### src/rtl/d_cache_write_buffer.sv
// d_cache_write_buffer: posted-write FIFO between the d-cache and the AXI bridge.
// Writes ack a cycle after accept; reads pass through once the FIFO has drained.
module d_cache_write_buffer #(
  parameter int DEPTH = 4,
  parameter int PTR_W = 2
) (
  input  logic        clk,
  input  logic        rst,
  input  logic        up_req,
  input  logic        up_wr,
  input  logic [1:0]  up_size,
  input  logic [31:0] up_addr,
  input  logic [31:0] up_wdata,
  output logic [31:0] up_rdata,
  output logic        up_addr_ok,
  output logic        up_data_ok,
  output logic        down_req,
  output logic        down_wr,
  output logic [1:0]  down_size,
  output logic [31:0] down_addr,
  output logic [31:0] down_wdata,
  input  logic [31:0] down_rdata,
  input  logic        down_addr_ok,
  input  logic        down_data_ok,
  output logic        empty
);

  typedef enum logic [2:0] {
    IDLE,
    W_ADDR,
    W_DATA,
    R_ADDR,
    R_DATA
  } state_t;

  localparam logic [PTR_W:0]   FULL  = (PTR_W+1)'(DEPTH);
  localparam logic [PTR_W:0]   C_ONE = (PTR_W+1)'(1);
  localparam logic [PTR_W-1:0] P_ONE = PTR_W'(1);

  state_t           state;
  state_t           state_nxt;
  logic [PTR_W-1:0] wr_ptr;
  logic [PTR_W-1:0] rd_ptr;
  logic [PTR_W:0]   count;
  logic             ack_q;

  logic [31:0] ent_addr [DEPTH];
  logic [1:0]  ent_size [DEPTH];
  logic [31:0] ent_data [DEPTH];
  logic [31:0] rd_addr;
  logic [1:0]  rd_size;

  logic rd_busy;
  logic push;
  logic pop;
  logic rd_acc;
  logic rd_ret;

  assign rd_busy = (state == R_ADDR) | (state == R_DATA);

  // A full FIFO refuses writes even while popping: no push-through.
  assign push = up_req & up_wr & (count < FULL) & ~rd_busy;

  assign rd_acc = up_req & ~up_wr & (state == IDLE)
                & (count == '0);

  assign pop = ((state == W_ADDR) & down_addr_ok & down_data_ok)
             | ((state == W_DATA) & down_data_ok);

  assign rd_ret = down_data_ok
                & (((state == R_ADDR) & down_addr_ok)
                  | (state == R_DATA));

  assign up_addr_ok = push | rd_acc;
  assign up_data_ok = ack_q | rd_ret;
  assign up_rdata   = rd_ret ? down_rdata : '0;
  assign empty      = (count == '0) & (state == IDLE);

  always_ff @(posedge clk or posedge rst) begin
    if (rst) begin
      state <= IDLE;
    end else begin
      state <= state_nxt;
    end
  end

  always_comb begin
    state_nxt = state;
    unique case (state)
      IDLE: begin
        if (count != '0) begin
          state_nxt = W_ADDR;
        end else if (rd_acc) begin
          state_nxt = R_ADDR;
        end
      end
      W_ADDR: begin
        if (down_addr_ok) begin
          state_nxt = down_data_ok ? IDLE : W_DATA;
        end
      end
      W_DATA: begin
        if (down_data_ok) begin
          state_nxt = IDLE;
        end
      end
      R_ADDR: begin
        if (down_addr_ok) begin
          state_nxt = down_data_ok ? IDLE : R_DATA;
        end
      end
      R_DATA: begin
        if (down_data_ok) begin
          state_nxt = IDLE;
        end
      end
      default: state_nxt = IDLE;
    endcase
  end

  always_comb begin
    down_req   = 1'b0;
    down_wr    = 1'b0;
    down_size  = '0;
    down_addr  = '0;
    down_wdata = '0;
    unique case (state)
      W_ADDR: begin
        down_req   = 1'b1;
        down_wr    = 1'b1;
        down_size  = ent_size[rd_ptr];
        down_addr  = ent_addr[rd_ptr];
        down_wdata = ent_data[rd_ptr];
      end
      R_ADDR: begin
        down_req  = 1'b1;
        down_size = rd_size;
        down_addr = rd_addr;
      end
      default: ;
    endcase
  end

  always_ff @(posedge clk or posedge rst) begin
    if (rst) begin
      wr_ptr <= '0;
      rd_ptr <= '0;
      count  <= '0;
      ack_q  <= 1'b0;
    end else begin
      ack_q <= push;
      if (push) begin
        wr_ptr <= wr_ptr + P_ONE;
      end
      if (pop) begin
        rd_ptr <= rd_ptr + P_ONE;
      end
      unique case ({push, pop})
        2'b10:   count <= count + C_ONE;
        2'b01:   count <= count - C_ONE;
        default: ;
      endcase
    end
  end

  // Payload storage carries no reset; only the pointers qualify it.
  always_ff @(posedge clk) begin
    if (push) begin
      ent_addr[wr_ptr] <= up_addr;
      ent_size[wr_ptr] <= up_size;
      ent_data[wr_ptr] <= up_wdata;
    end
    if (rd_acc) begin
      rd_addr <= up_addr;
      rd_size <= up_size;
    end
  end

endmodule

### config.mk
export PLATFORM = sky130hd
export DESIGN_NAME = d_cache_write_buffer
export DESIGN_NICKNAME = d
export VERILOG_FILES = /design/src/rtl/d_cache_write_buffer.sv
export SDC_FILE = /design/constraint.sdc
export NUM_CORES = 1
export LEC_CHECK = 0
export ABC_AREA = 1
export BUFFER_PORTS_ARGS = -buffer_cell sky130_fd_sc_hd__buf_2
export CORE_MARGIN = 5
export CORE_UTILIZATION = 55
export CTS_CLUSTER_SIZE = 28
export DETAILED_ROUTE_END_ITERATION = 8
export PLACE_DENSITY = 0.83
export SLEW_MARGIN = 20
export SYNTH_ARGS = -nofsm -noshare
export SYNTH_HDL_FRONTEND = slang
export SYNTH_SLANG_ARGS = --single-unit
### constraint.sdc
create_clock -name clk -period 10.5 [get_ports clk]
set_clock_uncertainty 0.1 [all_clocks]
set_input_delay 1.575 -clock clk [delete_from_list [all_inputs] [get_ports clk]]
set_output_delay 1.575 -clock clk [all_outputs]
set_load 0.005 [all_outputs]
==> results.txt <==
The number of cells on the worst reg-to-reg path is 4. The detailed router placed 8301 vias in this run. Along the worst path, the maximum fanout reaches 72.

The area growth from synthesis to layout is 17.3%. After layout, the worst path uses 47.1% of the clock period. The leakage power summed over all cells came out at 0.00587 µW. The clock period minus final worst setup slack came out at 4.94 ns. The total I/O pin count came out at 207. The total number of nets in the final design is 1350. Once detailed placement completed, the half-perimeter wirelength came to 15.1 mm. The reported max-cap violation count came out at 0. The chip width came out at 161 µm. The layer flagged by global routing as most heavily used is met2. The internal reg-to-reg setup slack came out at 6.87 ns. The count of routing violations after the opening detailed-route iteration is 537. The post-synthesis register bit count is 309. The clock net sink count is 309. At the end of routability-driven placement, the weighted congestion stood at 0.835.

The port buffer count came out at 206. The met3 track demand over resource in global routing came out at 3.93%. The slew at the pin closest to its max-slew limit is 1.05 ns. In this run the most critical hold path is launched from count[0]$_DFFE_PP0P_.

For this configuration, the core starts out at a cell density of 55.5%. The length of the first detailed-routing pass in iterations is 5. TritonCTS built the clock tree. The number of antenna violations at the first check in global routing came out at 2. The detailed-route vias per instance is 5.36.

The average instance area after synthesis came out at 11.9 µm². The critical path starts at rd_ptr[0]$_DFFE_PP0P_. The worst register-to-register path begins at state[1]$_DFFE_PP0P_. The sequential fraction of the synthesis area came out at 73.8%. Data on the critical path arrives at its endpoint at 3.27 ns. The normalized max-slew margin came out at 29.8%. The number of nets with antenna violations after routing is 0. The wire length of the first global-routing pass is 42.3 mm. The final layout contains routed wiring with a total length of 26.9 mm. At the end of the flow the core is filled with cells to 65.1%. The worst setup path is captured at a primary output. The routed length per instance came out at 17.4 µm. The number of nets in the synthesized netlist is 1158.

For this run, global-route usage on met2 was measured as 36.3%. Once the clock tree was built, the resizer swapped 0 gates to a different size. The tightest min-delay check is of the reg2reg type.

Leaving out fill and tap cells, the most frequent cells in the layout are edfxtp_1 (298), buf_2 (206), nor2_1 (166), nand2_1 (160), nand3_1 (107). Clock latency on the worst-skew pair, taken at its later pin, is 0.53 ns. The nature of the critical path startpoint is a register. The fmax came out at 0.202 GHz. The count of final max-slew check failures is 0. Counting along the longest clock path gives a buffer depth of 3. The final antenna diode count came out at 0. The met1 usage came out at 25.4%.

The critical path data required time came out at 8.83 ns. The total core area is 22500 µm². The clock edge transition at the registers on the reported setup and hold paths came out at 0.06 ns. The count of final setup violators came out at 0. The flow ran to the end, and the final reports show no timing, DRC or antenna violations.

The floorplan row count came out at 55. Setup total negative slack on the finished layout was measured at 0 ns. The all-layer global routing usage came out at 20.4%. The number of failing hold endpoints at the final stage came out at 0. The tree is rooted in a clkbuf_16. The maximum number of pins on one net before global-route repair came out at 73.

Hold repair after CTS inserted 0 buffers. The endpoint identified for the worst register-to-register timing path is ent_data[1][21]$_DFFE_PP_. For this run, design rule violations remaining after detail routing come to 0. The die covers 25800 µm².

The total CTS buffers is 31. Once the clock tree was built, the setup fixing pass inserted 0 buffers. Of the cells placed in the final design, the portion with a size suffix greater than 1 is 21.4%. The library cell used most frequently in the layout, excluding fill and tap cells, is edfxtp_1. The total power divided by cell area came out at 248 nW/µm². The netlist area before placement is 12500 µm².

The number of global-route vias before repair came out at 8322. The synthesized instance count came out at 1048. The critical path in this run is classified as reg2out. The total overflow left after global routing is 0.

The number of different library cells used by synthesis comes to 26. The worst IR drop on VDD came out at 0.152 mV. Yosys printed 0 warnings. The die is 161 µm tall. The critical path ends at down_addr[14]. The depth of the CTS H-tree is 1. Setup repair after global routing left no endpoint under its margin.
stage by stage:
stage / hold WS [ns] / worst slack (ns) / instances / power, µW / cell area [µm²]
after floorplan: 0.346 / 5.25 / 1048 / 2260 / 12500
after global placement: 0.362 / 6.14 / 1491 / 2620 / 13700
after detailed placement: 0.368 / 6.01 / 1491 / 2660 / 13700
after CTS: 0.381 / 5.46 / 1547 / 3660 / 14600
after global routing: 0.400 / 5.24 / 1548 / 3860 / 14700
final: 0.381 / 5.56 / 1548 / 3630 / 14700
Yosys cell counts:
| library cell | count | area share (%) |
|---|---|---|
| a21oi_1 | 34 | 1.4 |
| buf_1 | 2 | 0.060 |
| buf_2 | 32 | 1.3 |
| buf_4 | 4 | 0.24 |
| buf_6 | 3 | 0.27 |
| clkbuf_1 | 16 | 0.48 |
| clkinv_1 | 1 | 0.030 |
| dfrtp_1 | 11 | 2.2 |
| edfxtp_1 | 298 | 72 |
| fa_1 | 1 | 0.16 |
| ha_1 | 5 | 0.50 |
| inv_1 | 85 | 2.6 |
| inv_2 | 3 | 0.090 |
| nand2_1 | 160 | 4.8 |
| nand2_2 | 1 | 0.050 |
| nand3_1 | 107 | 4.3 |
| nand3_2 | 2 | 0.16 |
| nand4_1 | 1 | 0.050 |
| nor2_1 | 171 | 5.1 |
| nor2_4 | 1 | 0.090 |
| nor3_1 | 1 | 0.040 |
| o21ai_0 | 103 | 4.1 |
| o21ai_1 | 1 | 0.040 |
| o21ai_2 | 1 | 0.070 |
| xnor2_1 | 3 | 0.21 |
| xor2_1 | 1 | 0.070 |
critical path: stages (launching register included):
cell and delay (ns):
dfrtp_4 0.77, inv_4 0.53, buf_4 0.68, nand2_1 0.14
nand3_1 0.12, nand3_1 0.08, o21ai_0 0.15, buf_2 0.19
cells by family after synthesis:
family                     synth area share [%]
adders and majority gates                 0.661
AOI/OAI and AO/OA                          5.60
buffers and inverters                      5.01
xor gates and xnor gates                  0.280
DFF                                        73.8
and+or+nand+nor                            14.6
metal layers:
| metal | vias up | share of wire (%) |
|---|---|---|
| li1 | 3972 | - |
| met1 | 3943 | 39 |
| met2 | 333 | 51 |
| met3 | 49 | 7.6 |
| met4 | 4 | 2.1 |
| met5 | - | 0.078 |
power breakdown:
| part | switching (µW) | internal [µW] |
|---|---|---|
| sequential | 76.7 | 1470 |
| clock | 420 | 588 |
| combinational | 715 | 359 |
| total | 1210 | 2420 |
sequential cells by signal, indices dropped and copies added, names as in the netlist:
| register | count |
|---|---|
| ent_addr | 128 |
| count | 3 |
| ent_data | 128 |
| ack_q | 1 |
| ent_size | 8 |
| wr_ptr | 2 |
| state | 3 |
| rd_ptr | 2 |
| rd_addr | 32 |
| rd_size | 2 |
worst min path at each step:
stage / depth (start not counted) / end / slack [ns]
floorplan: 1 / count[0]$_DFFE_PP0P_ / 0.35
global placement: 1 / count[0]$_DFFE_PP0P_ / 0.36
detailed placement: 1 / count[0]$_DFFE_PP0P_ / 0.37
CTS: 1 / count[0]$_DFFE_PP0P_ / 0.38
global route: 1 / count[0]$_DFFE_PP0P_ / 0.40
finish: 1 / count[0]$_DFFE_PP0P_ / 0.38
area by class of cell:
cell class,count,area [µm²]
timing repair buffer,216,1120
tap,285,357
clock inverter,16,124
sequential,309,9230
inverter,89,337
clock buffer,40,810
multi-input combinational,593,2680
fill,1603,7850
Power figures use the tool's default switching activity.
